===== src/rtl/risc_pkg.sv =====
// Shared types and encodings for the issue unit and its decoder.
package risc_pkg;

    typedef enum logic [2:0] {
        ADD,
        SUBTRACT,
        XOR,
        OR,
        AND,
        SHIFT_LT_LOG,
        SHIFT_RT_LOG,
        SHIFT_RT_AR
    } ALU_OP_CODE;

    localparam logic [6:0] OPC_OP     = 7'b0110011;
    localparam logic [6:0] OPC_OP_IMM = 7'b0010011;

    localparam logic [2:0] F3_ADD_SUB = 3'b000;
    localparam logic [2:0] F3_SLL     = 3'b001;
    localparam logic [2:0] F3_XOR     = 3'b100;
    localparam logic [2:0] F3_SR      = 3'b101;
    localparam logic [2:0] F3_OR      = 3'b110;
    localparam logic [2:0] F3_AND     = 3'b111;

    localparam logic [6:0] F7_BASE = 7'b0000000;
    localparam logic [6:0] F7_ALT  = 7'b0100000;

    typedef logic [2:0] state_t;

    localparam state_t ST_FETCH   = 3'd0;
    localparam state_t ST_DECODE  = 3'd1;
    localparam state_t ST_REG_RD  = 3'd2;
    localparam state_t ST_ISSUE   = 3'd3;
    localparam state_t ST_ILLEGAL = 3'd4;

endpackage


===== src/rtl/risc_issue_unit_if.sv =====
// Bundle of fetch, register-read and ALU handshakes around the issue unit.
interface risc_issue_unit_if #(
    parameter int XLEN = 32
);
    import risc_pkg::*;

    logic [XLEN-1:0] mem_rd_addr;
    logic            mem_rd_addr_valid;
    logic [31:0]     mem_rd_data;
    logic            mem_rd_ack;

    logic [4:0]      reg_rd_addr_a;
    logic            reg_rd_addr_a_valid;
    logic [XLEN-1:0] reg_rd_data_a;
    logic            reg_rd_data_a_ack;

    logic [4:0]      reg_rd_addr_b;
    logic            reg_rd_addr_b_valid;
    logic [XLEN-1:0] reg_rd_data_b;
    logic            reg_rd_data_b_ack;

    ALU_OP_CODE      alu_op_code;
    logic [XLEN-1:0] alu_input_A;
    logic [XLEN-1:0] alu_input_B;
    logic [4:0]      alu_reg_addr;
    logic            alu_reg_out;
    logic            alu_inputs_valid;
    logic            done;

    logic [XLEN-1:0] alu_pc_branch_data;
    logic            alu_pc_branch_data_valid;
    logic            alu_pc_branch_data_ack;

    logic            illegal_instr;
    logic [XLEN-1:0] pc;

    modport master (
        output mem_rd_addr, mem_rd_addr_valid,
        input  mem_rd_data, mem_rd_ack,
        output reg_rd_addr_a, reg_rd_addr_a_valid,
        input  reg_rd_data_a, reg_rd_data_a_ack,
        output reg_rd_addr_b, reg_rd_addr_b_valid,
        input  reg_rd_data_b, reg_rd_data_b_ack,
        output alu_op_code, alu_input_A, alu_input_B, alu_reg_addr, alu_reg_out, alu_inputs_valid,
        input  done,
        input  alu_pc_branch_data, alu_pc_branch_data_valid,
        output alu_pc_branch_data_ack,
        output illegal_instr, pc
    );

    modport slave (
        input  mem_rd_addr, mem_rd_addr_valid,
        output mem_rd_data, mem_rd_ack,
        input  reg_rd_addr_a, reg_rd_addr_a_valid,
        output reg_rd_data_a, reg_rd_data_a_ack,
        input  reg_rd_addr_b, reg_rd_addr_b_valid,
        output reg_rd_data_b, reg_rd_data_b_ack,
        input  alu_op_code, alu_input_A, alu_input_B, alu_reg_addr, alu_reg_out, alu_inputs_valid,
        output done,
        output alu_pc_branch_data, alu_pc_branch_data_valid,
        input  alu_pc_branch_data_ack,
        input  illegal_instr, pc
    );

endinterface


===== src/rtl/risc_decoder.sv =====
// Combinational instruction decoder; OP-IMM support is compiled in only
// when RISC_OP_IMM_EN is defined.
module risc_decoder
    import risc_pkg::*;
#(
    parameter int XLEN = 32
) (
    input  logic [31:0]     instr_i,
    output ALU_OP_CODE      op_code_o,
    output logic            is_r_o,
    output logic            is_i_o,
    output logic [XLEN-1:0] imm_o,
    output logic [4:0]      rs1_o,
    output logic [4:0]      rs2_o,
    output logic [4:0]      rd_o,
    output logic            illegal_o
);

    logic [6:0] opcode;
    logic [2:0] funct3;
    logic [6:0] funct7;

    assign opcode = instr_i[6:0];
    assign funct3 = instr_i[14:12];
    assign funct7 = instr_i[31:25];
    assign rs1_o  = instr_i[19:15];
    assign rs2_o  = instr_i[24:20];
    assign rd_o   = instr_i[11:7];

    always_comb begin
        op_code_o = ADD;
        is_r_o    = 1'b0;
        is_i_o    = 1'b0;
        imm_o     = '0;
        illegal_o = 1'b1;
        if (opcode == OPC_OP) begin
            is_r_o    = 1'b1;
            illegal_o = 1'b0;
            case ({funct7, funct3})
                {F7_BASE, F3_ADD_SUB}: op_code_o = ADD;
                {F7_ALT,  F3_ADD_SUB}: op_code_o = SUBTRACT;
                {F7_BASE, F3_XOR}:     op_code_o = XOR;
                {F7_BASE, F3_OR}:      op_code_o = OR;
                {F7_BASE, F3_AND}:     op_code_o = AND;
                {F7_BASE, F3_SLL}:     op_code_o = SHIFT_LT_LOG;
                {F7_BASE, F3_SR}:      op_code_o = SHIFT_RT_LOG;
                {F7_ALT,  F3_SR}:      op_code_o = SHIFT_RT_AR;
                default: begin
                    is_r_o    = 1'b0;
                    illegal_o = 1'b1;
                end
            endcase
        end
`ifdef RISC_OP_IMM_EN
        else if (opcode == OPC_OP_IMM) begin
            is_i_o    = 1'b1;
            illegal_o = 1'b0;
            imm_o     = {{(XLEN-12){instr_i[31]}}, instr_i[31:20]};
            case (funct3)
                F3_ADD_SUB: op_code_o = ADD;
                F3_XOR:     op_code_o = XOR;
                F3_OR:      op_code_o = OR;
                F3_AND:     op_code_o = AND;
                F3_SLL: begin
                    op_code_o = SHIFT_LT_LOG;
                    imm_o     = {{(XLEN-5){1'b0}}, instr_i[24:20]};
                    illegal_o = (funct7 != F7_BASE);
                end
                F3_SR: begin
                    // imm[11:5] selects logical vs arithmetic; shamt is unsigned
                    imm_o     = {{(XLEN-5){1'b0}}, instr_i[24:20]};
                    op_code_o = (funct7 == F7_ALT) ? SHIFT_RT_AR : SHIFT_RT_LOG;
                    illegal_o = (funct7 != F7_BASE) && (funct7 != F7_ALT);
                end
                default: illegal_o = 1'b1;
            endcase
            if (illegal_o) is_i_o = 1'b0;
        end
`endif
    end

endmodule


===== src/rtl/risc_issue_unit.sv =====
// Single-issue sequencer: fetch, decode, register read, ALU issue, retire.
// Define RISC_OP_IMM_EN to enable I-type (OP-IMM) decode.
module risc_issue_unit
    import risc_pkg::*;
#(
    parameter int              XLEN     = 32,
    parameter logic [XLEN-1:0] PC_RESET = '0,
    parameter logic [XLEN-1:0] PC_STEP  = XLEN'(4)
) (
    input logic                clk,
    input logic                reset_n,
    risc_issue_unit_if.master  bus
);

    state_t          state_q, state_d;
    logic [XLEN-1:0] pc_q, pc_d;
    logic [31:0]     instr_q, instr_d;
    logic [XLEN-1:0] mem_addr_q, mem_addr_d;
    logic            mem_vld_q, mem_vld_d;
    logic [4:0]      ra_addr_q, ra_addr_d;
    logic            ra_vld_q, ra_vld_d;
    logic [4:0]      rb_addr_q, rb_addr_d;
    logic            rb_vld_q, rb_vld_d;
    ALU_OP_CODE      op_q, op_d;
    logic [XLEN-1:0] a_q, a_d;
    logic [XLEN-1:0] b_q, b_d;
    logic [4:0]      rd_q, rd_d;
    logic            reg_out_q, reg_out_d;
    logic            alu_vld_q, alu_vld_d;
    logic            br_ack_q, br_ack_d;
    logic            illegal_q, illegal_d;

    ALU_OP_CODE      dec_op;
    logic            dec_is_r, dec_is_i, dec_illegal;
    logic [XLEN-1:0] dec_imm;
    logic [4:0]      dec_rs1, dec_rs2, dec_rd;
    logic [XLEN-1:0] pc_inc, pc_next;

    risc_decoder #(.XLEN(XLEN)) u_dec (
        .instr_i   (instr_q),
        .op_code_o (dec_op),
        .is_r_o    (dec_is_r),
        .is_i_o    (dec_is_i),
        .imm_o     (dec_imm),
        .rs1_o     (dec_rs1),
        .rs2_o     (dec_rs2),
        .rd_o      (dec_rd),
        .illegal_o (dec_illegal)
    );

    assign pc_inc  = pc_q + PC_STEP;
    assign pc_next = bus.alu_pc_branch_data_valid ? bus.alu_pc_branch_data : pc_inc;

    always_comb begin
        state_d    = state_q;
        pc_d       = pc_q;
        instr_d    = instr_q;
        mem_addr_d = mem_addr_q;
        mem_vld_d  = mem_vld_q;
        ra_addr_d  = ra_addr_q;
        ra_vld_d   = ra_vld_q;
        rb_addr_d  = rb_addr_q;
        rb_vld_d   = rb_vld_q;
        op_d       = op_q;
        a_d        = a_q;
        b_d        = b_q;
        rd_d       = rd_q;
        reg_out_d  = reg_out_q;
        alu_vld_d  = alu_vld_q;
        br_ack_d   = 1'b0;
        illegal_d  = 1'b0;
        case (state_q)
            ST_FETCH: begin
                // First cycle after reset raises the request; later entries arrive with it set
                if (!mem_vld_q) begin
                    mem_vld_d  = 1'b1;
                    mem_addr_d = pc_q;
                end else if (bus.mem_rd_ack) begin
                    instr_d   = bus.mem_rd_data;
                    mem_vld_d = 1'b0;
                    state_d   = ST_DECODE;
                end
            end
            ST_DECODE: begin
                op_d = dec_op;
                rd_d = dec_rd;
                if (dec_illegal) begin
                    illegal_d = 1'b1;
                    state_d   = ST_ILLEGAL;
                end else begin
                    ra_addr_d = dec_rs1;
                    ra_vld_d  = 1'b1;
                    rb_addr_d = dec_rs2;
                    rb_vld_d  = dec_is_r;
                    b_d       = dec_is_i ? dec_imm : '0;
                    state_d   = ST_REG_RD;
                end
            end
            ST_REG_RD: begin
                if (ra_vld_q && bus.reg_rd_data_a_ack) begin
                    a_d      = bus.reg_rd_data_a;
                    ra_vld_d = 1'b0;
                end
                if (rb_vld_q && bus.reg_rd_data_b_ack) begin
                    b_d      = bus.reg_rd_data_b;
                    rb_vld_d = 1'b0;
                end
                if (!ra_vld_d && !rb_vld_d) begin
                    alu_vld_d = 1'b1;
                    reg_out_d = 1'b1;
                    state_d   = ST_ISSUE;
                end
            end
            ST_ISSUE: begin
                if (bus.done) begin
                    alu_vld_d  = 1'b0;
                    reg_out_d  = 1'b0;
                    br_ack_d   = bus.alu_pc_branch_data_valid;
                    pc_d       = pc_next;
                    mem_addr_d = pc_next;
                    mem_vld_d  = 1'b1;
                    state_d    = ST_FETCH;
                end
            end
            ST_ILLEGAL: begin
                pc_d       = pc_inc;
                mem_addr_d = pc_inc;
                mem_vld_d  = 1'b1;
                state_d    = ST_FETCH;
            end
            default: state_d = ST_FETCH;
        endcase
    end

    always_ff @(posedge clk) begin
        if (!reset_n) begin
            state_q    <= ST_FETCH;
            pc_q       <= PC_RESET;
            instr_q    <= '0;
            mem_addr_q <= '0;
            mem_vld_q  <= 1'b0;
            ra_addr_q  <= '0;
            ra_vld_q   <= 1'b0;
            rb_addr_q  <= '0;
            rb_vld_q   <= 1'b0;
            op_q       <= ADD;
            a_q        <= '0;
            b_q        <= '0;
            rd_q       <= '0;
            reg_out_q  <= 1'b0;
            alu_vld_q  <= 1'b0;
            br_ack_q   <= 1'b0;
            illegal_q  <= 1'b0;
        end else begin
            state_q    <= state_d;
            pc_q       <= pc_d;
            instr_q    <= instr_d;
            mem_addr_q <= mem_addr_d;
            mem_vld_q  <= mem_vld_d;
            ra_addr_q  <= ra_addr_d;
            ra_vld_q   <= ra_vld_d;
            rb_addr_q  <= rb_addr_d;
            rb_vld_q   <= rb_vld_d;
            op_q       <= op_d;
            a_q        <= a_d;
            b_q        <= b_d;
            rd_q       <= rd_d;
            reg_out_q  <= reg_out_d;
            alu_vld_q  <= alu_vld_d;
            br_ack_q   <= br_ack_d;
            illegal_q  <= illegal_d;
        end
    end

    assign bus.mem_rd_addr            = mem_addr_q;
    assign bus.mem_rd_addr_valid      = mem_vld_q;
    assign bus.reg_rd_addr_a          = ra_addr_q;
    assign bus.reg_rd_addr_a_valid    = ra_vld_q;
    assign bus.reg_rd_addr_b          = rb_addr_q;
    assign bus.reg_rd_addr_b_valid    = rb_vld_q;
    assign bus.alu_op_code            = op_q;
    assign bus.alu_input_A            = a_q;
    assign bus.alu_input_B            = b_q;
    assign bus.alu_reg_addr           = rd_q;
    assign bus.alu_reg_out            = reg_out_q;
    assign bus.alu_inputs_valid       = alu_vld_q;
    assign bus.alu_pc_branch_data_ack = br_ack_q;
    assign bus.illegal_instr          = illegal_q;
    assign bus.pc                     = pc_q;

endmodule

===== src/flat_wrapper.sv =====
// flat-port wrapper written by rule: the top's interface ports become plain ports
module risc_issue_unit_flat import risc_pkg::*;
#(
    parameter int              XLEN     = 32,
    parameter logic [XLEN-1:0] PC_RESET = '0,
    parameter logic [XLEN-1:0] PC_STEP  = XLEN'(4)
)
  (clk, reset_n, bus_mem_rd_addr, bus_mem_rd_addr_valid, bus_mem_rd_data, bus_mem_rd_ack, bus_reg_rd_addr_a, bus_reg_rd_addr_a_valid, bus_reg_rd_data_a, bus_reg_rd_data_a_ack, bus_reg_rd_addr_b, bus_reg_rd_addr_b_valid, bus_reg_rd_data_b, bus_reg_rd_data_b_ack, bus_alu_op_code, bus_alu_input_A, bus_alu_input_B, bus_alu_reg_addr, bus_alu_reg_out, bus_alu_inputs_valid, bus_done, bus_alu_pc_branch_data, bus_alu_pc_branch_data_valid, bus_alu_pc_branch_data_ack, bus_illegal_instr, bus_pc);
  risc_issue_unit_if #(.XLEN(XLEN)) bus_i ();
  input logic clk;
  input logic reset_n;
  output wire logic [$bits(bus_i.mem_rd_addr)-1:0] bus_mem_rd_addr;
  output wire logic [$bits(bus_i.mem_rd_addr_valid)-1:0] bus_mem_rd_addr_valid;
  input wire logic [$bits(bus_i.mem_rd_data)-1:0] bus_mem_rd_data;
  input wire logic [$bits(bus_i.mem_rd_ack)-1:0] bus_mem_rd_ack;
  output wire logic [$bits(bus_i.reg_rd_addr_a)-1:0] bus_reg_rd_addr_a;
  output wire logic [$bits(bus_i.reg_rd_addr_a_valid)-1:0] bus_reg_rd_addr_a_valid;
  input wire logic [$bits(bus_i.reg_rd_data_a)-1:0] bus_reg_rd_data_a;
  input wire logic [$bits(bus_i.reg_rd_data_a_ack)-1:0] bus_reg_rd_data_a_ack;
  output wire logic [$bits(bus_i.reg_rd_addr_b)-1:0] bus_reg_rd_addr_b;
  output wire logic [$bits(bus_i.reg_rd_addr_b_valid)-1:0] bus_reg_rd_addr_b_valid;
  input wire logic [$bits(bus_i.reg_rd_data_b)-1:0] bus_reg_rd_data_b;
  input wire logic [$bits(bus_i.reg_rd_data_b_ack)-1:0] bus_reg_rd_data_b_ack;
  output wire logic [$bits(bus_i.alu_op_code)-1:0] bus_alu_op_code;
  output wire logic [$bits(bus_i.alu_input_A)-1:0] bus_alu_input_A;
  output wire logic [$bits(bus_i.alu_input_B)-1:0] bus_alu_input_B;
  output wire logic [$bits(bus_i.alu_reg_addr)-1:0] bus_alu_reg_addr;
  output wire logic [$bits(bus_i.alu_reg_out)-1:0] bus_alu_reg_out;
  output wire logic [$bits(bus_i.alu_inputs_valid)-1:0] bus_alu_inputs_valid;
  input wire logic [$bits(bus_i.done)-1:0] bus_done;
  input wire logic [$bits(bus_i.alu_pc_branch_data)-1:0] bus_alu_pc_branch_data;
  input wire logic [$bits(bus_i.alu_pc_branch_data_valid)-1:0] bus_alu_pc_branch_data_valid;
  output wire logic [$bits(bus_i.alu_pc_branch_data_ack)-1:0] bus_alu_pc_branch_data_ack;
  output wire logic [$bits(bus_i.illegal_instr)-1:0] bus_illegal_instr;
  output wire logic [$bits(bus_i.pc)-1:0] bus_pc;
  assign bus_mem_rd_addr = bus_i.mem_rd_addr;
  assign bus_mem_rd_addr_valid = bus_i.mem_rd_addr_valid;
  assign bus_i.mem_rd_data = bus_mem_rd_data;
  assign bus_i.mem_rd_ack = bus_mem_rd_ack;
  assign bus_reg_rd_addr_a = bus_i.reg_rd_addr_a;
  assign bus_reg_rd_addr_a_valid = bus_i.reg_rd_addr_a_valid;
  assign bus_i.reg_rd_data_a = bus_reg_rd_data_a;
  assign bus_i.reg_rd_data_a_ack = bus_reg_rd_data_a_ack;
  assign bus_reg_rd_addr_b = bus_i.reg_rd_addr_b;
  assign bus_reg_rd_addr_b_valid = bus_i.reg_rd_addr_b_valid;
  assign bus_i.reg_rd_data_b = bus_reg_rd_data_b;
  assign bus_i.reg_rd_data_b_ack = bus_reg_rd_data_b_ack;
  assign bus_alu_op_code = bus_i.alu_op_code;
  assign bus_alu_input_A = bus_i.alu_input_A;
  assign bus_alu_input_B = bus_i.alu_input_B;
  assign bus_alu_reg_addr = bus_i.alu_reg_addr;
  assign bus_alu_reg_out = bus_i.alu_reg_out;
  assign bus_alu_inputs_valid = bus_i.alu_inputs_valid;
  assign bus_i.done = bus_done;
  assign bus_i.alu_pc_branch_data = bus_alu_pc_branch_data;
  assign bus_i.alu_pc_branch_data_valid = bus_alu_pc_branch_data_valid;
  assign bus_alu_pc_branch_data_ack = bus_i.alu_pc_branch_data_ack;
  assign bus_illegal_instr = bus_i.illegal_instr;
  assign bus_pc = bus_i.pc;
  risc_issue_unit #(.XLEN(XLEN), .PC_RESET(PC_RESET), .PC_STEP(PC_STEP)) u_core (.clk(clk), .reset_n(reset_n), .bus(bus_i));
endmodule

===== config.mk =====
export PLATFORM = sky130hd
export DESIGN_NAME = risc_issue_unit_flat
export DESIGN_NICKNAME = d
export VERILOG_FILES = /design/src/rtl/risc_pkg.sv /design/src/rtl/risc_issue_unit_if.sv /design/src/rtl/risc_decoder.sv /design/src/rtl/risc_issue_unit.sv /design/src/flat_wrapper.sv
export SDC_FILE = /design/constraint.sdc
export NUM_CORES = 1
export LEC_CHECK = 0
export BUFFER_PORTS_ARGS = -buffer_cell sky130_fd_sc_hd__buf_2
export CORE_MARGIN = 10
export CORE_UTILIZATION = 40
export CTS_CLUSTER_SIZE = 28
export DETAILED_ROUTE_END_ITERATION = 7
export HOLD_SLACK_MARGIN = 0.06
export PLACE_DENSITY_LB_ADDON = 0.3
export SLEW_MARGIN = 20
export SYNTH_ARGS = -nofsm -noshare
export SYNTH_HDL_FRONTEND = slang
export SYNTH_SLANG_ARGS = --single-unit

===== constraint.sdc =====
create_clock -name clk -period 2.7 [get_ports clk]
set_clock_uncertainty 0.1 [all_clocks]
set_input_delay 0.27 -clock clk [delete_from_list [all_inputs] [get_ports clk]]
set_output_delay 0.27 -clock clk [all_outputs]
set_load 0.005 [all_outputs]

; Word level (Yosys, flattened, before mapping)
; Index checks and enable logic that the tools add are counted.
[word_totals]
mem_count = 0
mem_bits_rw = 0
word_cells = 97
in_bits = 135
rom_bits = 0
latchBits = 0
output_inout_bits = 153
regBits = 187
[classes]
n_reduce_logical = 24
div = 0
shift = 0
bitwise = 1
mux = 36
n_lt_le_gt_ge = 0
n_mul = 0
addsub = 1
eq_ne = 19
[op_table]
columns = op, count
row1 = 32-bit two-way mux, 5
row2 = 32-bit case mux with 2 select lines, 2
row3 = 32-bit case mux with 3 select lines, 1
row4 = 10-bit by 3-bit equality test with 1-bit output (second input constant), 4
row5 = 32-bit by 3-bit adder with 32-bit output (second input constant), 1
row6 = 3-bit case mux with 7 select lines, 1
row7 = 10-bit by 9-bit equality test with 1-bit output (second input constant), 2
row8 = 3-bit two-way mux, 6
row9 = 1-bit two-way mux, 16
row10 = 3-bit AND reduction, 5
row11 = 3-bit case mux with 4 select lines, 1
row12 = 2-bit AND reduction, 6
row13 = 10-bit by 1-bit equality test with 1-bit output (second input constant), 1
row14 = 10-bit zero test, 1
row15 = 2-bit inequality test (second input constant), 4
row16 = 8-bit OR reduction, 1
row17 = 7-bit by 6-bit equality test with 1-bit output (second input constant), 1
row18 = 3-bit by 2-bit equality test with 1-bit output (second input constant), 2
row19 = 2-bit by 1-bit inequality test with 1-bit output (second input constant), 3
row20 = 1-bit case mux with 2 select lines, 3
row21 = 2-bit nonzero test, 3
row22 = 4-bit AND reduction, 1
row23 = 3-bit by 1-bit equality test with 1-bit output (second input constant), 1
row24 = 3-bit equality test (second input constant), 1
row25 = 6 further kinds, 9

; Logic depth before layout (Yosys ltp)
; Gate-level depths: netlist (run 1).
[logic_depth]
depth_word = 7
ltp_mapped = 9
mapped_depth_nobuf = 7

; Modules after synthesis
; A second synthesis (run 1) with hierarchy kept.
[hier_totals]
cells_unflattened = 1245
hier_area_um2 = 9476.6
[by_module_without_submodules]
columns = module, n_inst, area_each_um2, seq_area_each_um2, cells_each
row1 = risc_issue_unit, 1, 8948.6, 3743.6, 1174
row2 = risc_decoder, 1, 528.0, 0.0, 71

; Worst setup path before layout (run 1)
; Ideal clock, no wire load.
[synth_path]
path_kind = reg2reg
start = register u_core.pc_q[2], in the netlist u_core.bus.pc[2]
end = register u_core.pc_q[28], in the netlist u_core.bus.pc[28]
path_stages_with_launch = 8
arrival_ns = 1.939
n_path_buf = 1
required_time_ns = 2.483
path_slack_ns = 0.544
setup_time_ns = 0.117
period_less_slack_ns = 2.156
path_cell_list = dfxtp_1 > ha_1 > nand4_1 > or2_2 > buf_4 > nor4_4 > o21ai_0 > a32o_1
[synth_between]
elab_chain_cells = 4
[synth_rtl]
columns = item, line
row1 = start: declaration, risc_issue_unit.sv:16  ; logic [XLEN-1:0] pc_q, pc_d;
row2 = start signal: assignment, risc_issue_unit.sv:156  ; pc_q <= pc_d;
row3 = 32-bit by 3-bit adder with 32-bit output *, risc_issue_unit.sv:51  ; assign pc_inc = pc_q + PC_STEP;
row4 = 32-bit two-way mux, risc_issue_unit.sv:52  ; assign pc_next = bus.alu_pc_branch_data_valid ? bus.alu_pc_branch_data : pc_inc;
row5 = 32-bit two-way mux, risc_issue_unit.sv:115  ; if (bus.done) begin
row6 = 32-bit case mux with 2 select lines *, risc_issue_unit.sv:72  ; case (state_q)
; Every way passes the cells marked *; elsewhere a longest branch is shown, timed or not. The select of a mux whose other input is x is not followed.
; A chain may end at the register's enable or synchronous reset.

; Final worst setup path (run 1)
[layout_path]
start = register u_core.pc_q[2], in the netlist u_core.bus.pc[2]
end = register u_core.pc_q[12], in the netlist u_core.bus.pc[12]
; Same word-level chain as after synthesis.

==> results.py, run 1 <==
metrics = {
    "outcome": {
        "status": "finished, final reports clean",
    },
    "timing": {
        "timing.fmax_ghz": 0.403,
        "fin_tns_setup_ns": 0,
        "period_minus_slack_ns": 2.48,
        "worst_slack_ns": 0.217,
        "max_slew_margin_pct": 42.9,
        "worstMarginPinSlew_ns": 0.857,
        "finalMaxSlewViolations": 0,
        "rsz0062_at_grt": "no",
        "final-setup-viol-count": 0,
        "hold_viol": 0,
        "period_share_pct": 92.0,
    },
    "cts": {
        "tritoncts": "yes",
        "clkSlewWorstSetupHoldPaths_ns": 0.08,
        "cts_root_buf": "clkbuf_16",
        "post_cts.repair.setup_buffers": 0,
        "h-tree-depth": 4,
        "clock_sinks": 187,
        "cts_buffer_depth": 2,
        "cts_made_buffers": 17,
        "clkLatencyLatePin_ns": 0.44,
    },
    "global_routing": {
        "grt_max_degree": 59,
        "grt.overflow.total": 0,
        "antenna_found_initial": 7,
        "grt_pass1_wl_mm": 50.8,
        "grt_use_total_pct": 22.3,
        "grt_pass1_vias": 9280,
    },
    "synthesis": {
        "ys_seq_area_share_pct": 43.9,
        "syn_nets": 1230,
        "synth_area_leaders": "dfxtp_1 (44%), nand2_1 (11%), a21oi_1 (9.6%), o21ai_0 (4.5%), clkbuf_1 (2.9%)",
        "avgSynthCellArea_um2": 7.80,
        "ys_ff_latch": 187,
        "synth_top_cell_by_area": "dfxtp_1",
        "yosysTopAreaCellShare_pct": 43.9,
        "synth_flop_cell": "dfxtp_1",
        "synthesis.area_um2": 8530,
        "postSynthCellCount": 1094,
        "synthArstFlopShare_pct": 0,
        "yosys_warnings": 0,
        "synth_edf_count": 0,
        "ys_types": 72,
    },
    "critical_path": {
        "worstPathCellList": "ha_1 > nand4_1 > nor3_1 > xnor2_1 > o21ai_0 > a222oi_1 > nor2_1",
        "criticalPathCategory": "register to register",
        "critPathTopFamily": "simple AND/OR/NAND/NOR gates",
        "start_kind": "register",
        "slowest_stage": "nor3_1",
        "worst_setup_path_end_kind": "register",
        "cp_max_fo": 7,
        "crit_buf_inv": 0,
        "critPathArrivalTime_ns": 2.68,
        "cp_slowest_stage_delay_ns": 0.56,
        "cp.required_ns": 2.90,
    },
    "routing": {
        "vias": 9517,
        "route.detailed.drc": 0,
        "routed_wl_mm": 32.2,
        "dr.pass1.iters": 6,
        "via_per_inst": 5.42,
        "wire_per_inst_um": 18.3,
        "postRouteAntennaNets": 0,
        "first_iter_violations": 877,
    },
    "floorplan": {
        "ios": 288,
        "die_w_um": 166,
        "die_h_um": 166,
        "initial_utilization_pct": 40.6,
        "rows": 53,
        "die_area_um2": 27600,
        "core_area_um2": 21000,
    },
    "power_and_ir_drop": {
        "p_leak_nw": 5.11,
        "p_per_area_nw_per_um2": 540,
        "vdd_drop_max_uv": 444,
        "finalPower_mw": 6.51,
    },
    "place": {
        "dp_hpwl_mm": 21.4,
        "portBuffers": 287,
        "routabilityCongestion": 0.897,
        "dp_slack_ns": 0.293,
        "dpl-instance-area_um2": 10200,
    },
    "cells_and_area": {
        "fill_cells": 1890,
        "drive_gt1_share_pct": 26.1,
        "final_area_um2": 12000,
        "area_delta_synth_final_pct": 41.1,
        "final_nets": 1597,
    },
    "job": {
        "max_cap_viol_count": 0,
    },
    "worst_hold_path": {
        "worstHoldPathType": "input pin to register",
    },
}
## path summary, 6_finish.rpt
path	from	cells after the start	to	slack (ns)
max	u_core.bus.pc[2]$_SDFFE_PN0P_	7	u_core.bus.pc[12]$_SDFFE_PN0P_	0.22
min	bus_alu_pc_branch_data[17]	3	u_core.bus.mem_rd_addr[17]$_SDFFE_PN0P_	0.09
max reg2reg	u_core.bus.pc[2]$_SDFFE_PN0P_	7	u_core.bus.pc[12]$_SDFFE_PN0P_	0.22
min reg2reg	u_core.bus.alu_reg_addr[0]$_SDFFE_PN0N_	2	u_core.bus.alu_reg_addr[0]$_SDFFE_PN0N_	0.35
## cell type report
type                            count  area, um^2  area share, %
Multi-Input combinational cell    801        4360           36.2
Inverter                           12        47.5          0.395
Tap cell                          275         344           2.86
Sequential cell                   187        3740           31.1
Antenna cell                        7        17.5          0.145
Clock inverter                     15         206           1.71
Clock buffer                       17         425           3.53
Timing Repair Buffer              442        2900           24.1
## cell usage after synthesis, types with 3 or more instances
cell        n
mux2i_1    15
xor2_1     15
o21ai_0    76
and2_1      5
a32o_1      3
nand2b_1   10
inv_1      11
nand3b_1    4
a22o_1      3
and4_1      5
or3_1       3
a221oi_1   17
xnor2_1    11
and3_1      7
a21oi_1   164
dfxtp_1   187
o211ai_1    7
a22oi_1     6
nand3_1    48
nand2_1   239
buf_2      20
nand4_1     8
a222oi_1    4
o22ai_1     3
a311oi_1    4
nor2_1     54
nor3b_1     6
clkbuf_1   66
buf_4       3
a211oi_1    6
nor4_4      3
nor3_1     18
a31oi_1     7
## per-stage QoR
stage               cells  hold WS, ns  utilization, %
finish               1756       0.0860            57.3
global route         1755       0.0778            57.3
CTS                  1749       0.0656            57.2
detailed placement   1603        0.341            48.8
global placement     1603        0.337            48.8
floorplan            1094        0.306               -
## timing repair
item	in CTS	in global routing
hold buffers	114	0
gates resized for setup	0	0
hold endpoints to repair	120	0
## per-layer routing
metal  vias up  share of wire [%]  GRT usage [%]
met4         0                4.4           10.4
met3        85                 11           7.93
li1       4575                  -              -
met2       463                 46           35.1
met1      4394                 39           26.6
met5         -                  0              0
## worst register-to-register path, delay by kind of cell, from the launching register on
family,cells,cell delay [ns]
AND/OR/NAND/NOR,3,0.85
AO/OA/AOI/OAI,2,0.50
flip-flops,1,0.41
adder cells (fa/ha/maj),1,0.29
XOR/XNOR,1,0.19
## power by group
part           leakage [nW]  internal [mW]  switching [mW]
registers              1.51           2.87          0.0773
clock network         0.305           1.29            1.35
logic                  3.29          0.426           0.492
total                  5.11           4.59            1.92
## kinds of logic after synthesis
group,after synthesis,synth area share [%]
flip-flops,187,43.9
buffers and inverters,106,5.28
XOR/XNOR,26,2.67
AND/OR/NAND/NOR,435,24.1
AO/OA/AOI/OAI,321,21.8
adder cells (fa/ha/maj),2,0.264
multiplexers,17,2.02
## cells in the final DEF, fill, tap and decap left out, types with 4 or more instances in the layout
master and instances:
xor2_1 15, nand2_1 239, a211oi_1 6, and3_1 7
nand4_1 8, a311oi_1 4, a22oi_1 6, and2_1 5
a222oi_1 4, nor2_1 51, clkinv_8 5, mux2i_1 15
o21ai_0 76, nor3_1 18, buf_4 40, a21oi_1 164
o211ai_1 7, buf_2 287, a31oi_1 7, nor3b_1 6
nand2b_1 10, clkbuf_16 17, xnor2_1 11, dfxtp_1 187
and4_1 5, inv_12 4, a221oi_1 17, dlygate4sd3_1 114
nand3b_1 4, diode_2 7, nand3_1 48, inv_1 11
## registers in the layout, indices dropped and copies added, names as in the netlist
signal / flops
u_core.bus.alu_reg_addr: 5
u_core.bus.illegal_instr: 1
u_core.bus.reg_rd_addr_a_valid: 1
u_core.state_q: 3
u_core.bus.reg_rd_addr_b: 5
u_core.bus.alu_input_A: 32
u_core.bus.reg_rd_addr_b_valid: 1
u_core.instr_q: 32
u_core.bus.reg_rd_addr_a: 5
u_core.bus.pc: 32
u_core.bus.alu_reg_out: 1
u_core.bus.mem_rd_addr_valid: 1
u_core.bus.alu_input_B: 32
u_core.bus.alu_pc_branch_data_ack: 1
u_core.bus.mem_rd_addr: 32
u_core.bus.alu_op_code: 3
Note: power is estimated with default switching activity, not from simulation.
==> run 2: changes to the inputs <==
- clock period: 2.7 -> 2.3 ns (I/O delays scaled with it)
==> run 2 against run 1 <==
Compared with the run above:
- register-to-register slack worse by 0.11 ns
- non-clock buffer count increased by 35
- clock-buffer cell count stayed put
- die area unchanged
- flip-flop and latch count unchanged
- design area increased by 2.6%
- utilization is 1.5 points higher
- worst setup slack got worse by 0.11 ns
- fmax grew 13%
- clock power rose by 17%
- sequential share of layout area shrank 0.76 points
- critical endpoint is now u_core.bus.pc[20]$_SDFFE_PN0P_
- largest cell class unchanged
==> results.py, run 2 (synthesized netlist as in run 1, its figures left out) <==
metrics = {
    "critical_path": {
        "crit_path_start": "u_core.state_q[2]$_SDFFE_PN0P_",
        "critPathArrivalTime_ns": 2.41,
        "criticalPathCategory": "register to register",
        "worstPathCellList": "or3b_2 > buf_4 > nand2_1 > buf_4 > o21ai_1 > a22oi_1 > nor2_1",
        "crit_buf_inv": 2,
        "reg2reg_from": "u_core.state_q[2]$_SDFFE_PN0P_",
        "cp.required_ns": 2.53,
        "cp_max_fo": 14,
        "cp_slowest_stage_delay_ns": 0.54,
        "critPathTopFamily": "simple AND/OR/NAND/NOR gates",
        "cp_common_cell": "buf_4",
        "slowest_stage": "or3b_2",
        "start_kind": "register",
        "worst_setup_path_end_kind": "register",
    },
    "timing": {
        "max_slew_margin_pct": 39.4,
        "period_minus_slack_ns": 2.19,
        "period_share_pct": 95.1,
        "worstMarginPinSlew_ns": 0.908,
        "hold_viol": 0,
        "final-setup-viol-count": 0,
        "timing.fmax_ghz": 0.457,
        "worst_slack_ns": 0.112,
        "timing.hold.ws_ns": 0.0875,
        "fin_tns_setup_ns": 0,
        "finalMaxSlewViolations": 0,
        "rsz0062_at_grt": "no",
    },
    "place": {
        "dp_cells": 1631,
        "portBuffers": 287,
        "dp_hpwl_mm": 21.8,
        "routabilityCongestion": 0.878,
        "dpl-instance-area_um2": 10500,
        "dp_slack_ns": 0.0918,
    },
    "cts": {
        "clkSlewWorstSetupHoldPaths_ns": 0.08,
        "tritoncts": "yes",
        "cts_root_buf": "clkbuf_16",
        "cts_buffer_depth": 2,
        "clkLatencyLatePin_ns": 0.44,
        "h-tree-depth": 4,
        "cts_made_buffers": 17,
        "clock_sinks": 187,
    },
    "power_and_ir_drop": {
        "vdd_drop_max_uv": 632,
        "finalPower_mw": 7.66,
        "p_leak_nw": 5.30,
        "p_per_area_nw_per_um2": 620,
    },
    "routing": {
        "met1_length_mm": 13.4,
        "via_per_inst": 5.34,
        "wl_met2_mm": 14.7,
        "vias": 9556,
        "wire_per_inst_um": 17.9,
        "wl_met3_mm": 2.66,
        "postRouteAntennaNets": 0,
        "dr.pass1.iters": 7,
        "first_iter_violations": 718,
        "routed_wl_mm": 32.1,
        "route.detailed.drc": 0,
        "route.top_layer_used": "met4",
    },
    "global_routing": {
        "antenna_found_initial": 6,
        "grt_use_total_pct": 22.0,
        "grt_max_degree": 87,
        "grt_pass1_wl_mm": 50.8,
        "grt_pass1_vias": 9387,
        "grt.overflow.total": 0,
    },
    "cells_and_area": {
        "instances_no_fill": 1791,
        "layout_commonest_cell": "buf_2",
        "drive_gt1_share_pct": 27.6,
        "area_delta_synth_final_pct": 44.7,
        "final_nets": 1632,
        "final_core_util_pct": 58.8,
        "mostFrequentLayoutCells": "buf_2 (287), nand2_1 (239), dfxtp_1 (186), a21oi_1 (164), dlygate4sd3_1 (120)",
        "final_area_um2": 12400,
    },
    "floorplan": {
        "die_w_um": 166,
        "ios": 288,
        "die_h_um": 166,
        "initial_utilization_pct": 40.6,
        "die_area_um2": 27600,
        "core_area_um2": 21000,
        "rows": 53,
    },
    "job": {
        "max_cap_viol_count": 0,
    },
    "worst_hold_path": {
        "min_from": "bus_alu_pc_branch_data[23]",
        "worstHoldPathType": "input pin to register",
    },
    "outcome": {
        "status": "finished, final reports clean",
    },
}
==> run 2: power breakdown <==
group	leakage [nW]	switching [mW]	internal, mW
registers	1.52	0.0820	3.37
clock network	0.303	1.58	1.52
logic	3.48	0.593	0.526
total	5.30	2.25	5.41
==> run 2: timing repair <==
action                     CTS  global route
setup buffers                0             1
setup endpoints to repair    0            11
gates resized for setup      0             5
hold buffers               120             0
hold endpoints to repair   132             0
==> run 2: final cells by class <==
cell class / count / area, um^2
fillers: 1843 / 8670
well taps: 275 / 344
multi-input cells: 801 / 4370
clock inverters: 15 / 204
repair buffers: 477 / 3200
diodes: 7 / 17.5
flip-flops and latches: 187 / 3740
clock buffers: 17 / 425
inverters: 12 / 47.5
==> run 2: layer usage <==
layer,global-route usage (%),up-vias
met3,6.70,79
li1,-,4644
met1,27.0,4418
met4,10.5,0
met5,0,-
met2,34.6,415
==> run 2: tightest hold or removal path, delay by kind of cell <==
kind                   cells  cell delay, ns
AND/OR/NAND/NOR            2            0.18
AO/OA/AOI/OAI              1            0.12
buffers and inverters      1            0.07
==> run 2: final timing paths <==
kind | to | slack, ns | cells past startpoint
max | u_core.bus.pc[20]$_SDFFE_PN0P_ | 0.11 | 7
min | u_core.bus.pc[23]$_SDFFE_PN0P_ | 0.09 | 4
max reg2reg | u_core.bus.pc[20]$_SDFFE_PN0P_ | 0.11 | 7
min reg2reg | u_core.bus.alu_reg_addr[3]$_SDFFE_PN0N_ | 0.34 | 2
==> run 3: changes to the inputs <==
- CORE_ASPECT_RATIO: not set -> 0.9
==> run 3 against run 2 <==
Compared with the run above:
- register-to-register slack better by 0.03 ns
- worst setup slack better by 0.030 ns
- flip-flop and latch count stayed put
- worst hold slack better by 0.0049 ns
- final cell count is 0.39% higher
- routed wire length is 0.51% higher
- critical path type unchanged
- largest power group unchanged
==> results.py, run 3 (synthesized netlist as in run 1, its figures left out) <==
metrics = {
    "timing": {
        "timing.hold.ws_ns": 0.0924,
        "hold_viol": 0,
        "timing.fmax_ghz": 0.463,
        "period_share_pct": 93.8,
        "final-setup-viol-count": 0,
        "fin_tns_setup_ns": 0,
        "worst_slack_ns": 0.142,
        "worstMarginPinSlew_ns": 1.01,
        "period_minus_slack_ns": 2.16,
        "rsz0062_at_grt": "no",
        "finalMaxSlewViolations": 0,
        "max_slew_margin_pct": 32.5,
    },
    "critical_path": {
        "reg2reg_from": "u_core.state_q[0]$_SDFFE_PN0P_",
        "reg2reg_depth": 6,
        "r2r_end": "u_core.bus.pc[11]$_SDFFE_PN0P_",
        "worst_setup_path_end_kind": "register",
        "cp.required_ns": 2.50,
        "start_kind": "register",
        "criticalPathCategory": "register to register",
        "r2r_setup_slack_ns": 0.14,
        "critPathArrivalTime_ns": 2.36,
        "cp_max_fo": 10,
    },
    "worst_hold_path": {
        "min_delay_path_depth": 4,
        "min_from": "bus_alu_pc_branch_data[7]",
        "min_to": "u_core.bus.mem_rd_addr[7]$_SDFFE_PN0P_",
        "worstHoldPathType": "input pin to register",
    },
    "outcome": {
        "status": "finished, final reports clean",
    },
    "routing": {
        "wire_per_inst_um": 17.9,
        "routed_wl_mm": 32.2,
        "met1_length_mm": 13.8,
        "wl_met2_mm": 15.2,
        "wl_met3_mm": 2.44,
        "postRouteAntennaNets": 0,
        "dr.pass1.iters": 5,
        "vias": 9538,
        "via_per_inst": 5.30,
        "route.detailed.drc": 0,
        "first_iter_violations": 981,
        "route.top_layer_used": "met4",
    },
    "floorplan": {
        "initial_utilization_pct": 40.8,
        "core_area_um2": 20900,
        "die_area_um2": 27600,
        "ios": 288,
        "die_w_um": 174,
        "rows": 50,
        "die_h_um": 159,
    },
    "cts": {
        "cts_made_buffers": 17,
        "clkLatencyLatePin_ns": 0.43,
        "post_cts.repair.setup_buffers": 0,
        "cts_buffer_depth": 2,
        "tritoncts": "yes",
        "cts_root_buf": "clkbuf_16",
        "clock_sinks": 187,
        "clkSlewWorstSetupHoldPaths_ns": 0.08,
        "h-tree-depth": 4,
    },
    "global_routing": {
        "grt_use_total_pct": 22.2,
        "grt_pass1_vias": 9177,
        "grt_max_degree": 56,
        "antenna_found_initial": 3,
        "grt.overflow.total": 0,
        "grt_pass1_wl_mm": 50.2,
    },
    "cells_and_area": {
        "fill_cells": 1913,
        "mostFrequentLayoutCells": "buf_2 (287), nand2_1 (239), dfxtp_1 (187), a21oi_1 (164), dlygate4sd3_1 (119)",
        "area_delta_synth_final_pct": 44.3,
        "final_nets": 1630,
        "layout_commonest_cell": "buf_2",
        "drive_gt1_share_pct": 27.3,
        "instances_no_fill": 1798,
    },
    "power_and_ir_drop": {
        "vdd_drop_max_uv": 489,
        "p_leak_nw": 5.27,
        "p_per_area_nw_per_um2": 609,
    },
    "job": {
        "max_cap_viol_count": 0,
    },
    "place": {
        "dp_hpwl_mm": 22.2,
        "routabilityCongestion": 0.961,
        "dp_cells": 1642,
        "dp_slack_ns": 0.168,
        "portBuffers": 287,
    },
}
run 3: what timing repair did:
item | CTS | global route
setup endpoints to repair | 0 | 1
gates resized for setup | 0 | 1
hold endpoints to repair | 130 | 0
hold buffers | 119 | 0
run 3: power by group:
group,internal (mW),leakage [nW],switching (mW)
registers,3.37,1.51,0.0856
clock network,1.46,0.277,1.46
logic,0.531,3.48,0.592
run 3: stage by stage:
stage          power (mW)  cell area [um^2]  util, %
2_1_floorplan        4.00              8530        -
3_3_place_gp         4.46             10500     50.4
3_5_place_dp         4.47             10500     50.4
4_1_cts              7.54             12300     58.8
5_1_grt              7.79             12300     58.9
6_report             7.50             12300     58.9
run 3: worst max-delay path by stage:
stage	start	to	slack [ns]	cells after the start
CTS	u_core.bus.pc[13]$_SDFFE_PN0P_	u_core.bus.pc[26]$_SDFFE_PN0P_	0.17	5
floorplan	u_core.bus.pc[2]$_SDFFE_PN0P_	u_core.bus.pc[28]$_SDFFE_PN0P_	0.14	7
detailed placement	u_core.bus.pc[13]$_SDFFE_PN0P_	u_core.bus.pc[24]$_SDFFE_PN0P_	0.17	7
global route	u_core.bus.pc[13]$_SDFFE_PN0P_	u_core.bus.pc[26]$_SDFFE_PN0P_	0.02	5
finish	u_core.state_q[0]$_SDFFE_PN0P_	u_core.bus.pc[11]$_SDFFE_PN0P_	0.14	6
global placement	u_core.bus.pc[2]$_SDFFE_PN0P_	u_core.bus.pc[30]$_SDFFE_PN0P_	0.22	7
run 3: final cells by class:
type | count | area, um^2 | share of cell area, %
clock buffer | 18 | 429 | 3.49
multi-input combinational | 801 | 4360 | 35.4
tap | 286 | 358 | 2.91
timing repair buffer | 475 | 3210 | 26.1
antenna | 5 | 12.5 | 0.102
clock inverter | 14 | 148 | 1.20
sequential | 187 | 3740 | 30.4
inverter | 12 | 47.5 | 0.386
run 3: routing by layer:
| layer | vias to the layer above | global-route usage (%) |
|---|---|---|
| met5 | - | 0 |
| met4 | 0 | 7.97 |
| met3 | 48 | 5.40 |
| met2 | 403 | 36.5 |
| met1 | 4453 | 28.0 |
| li1 | 4634 | - |
run 3: worst max-delay path, stage by stage (launching register included):
cell and delay, ns:
dfxtp_1 0.51, and3b_1 0.31, buf_4 0.24, nand2_1 0.23
nor3_1 0.36, o21bai_1 0.18, a221oi_1 0.11
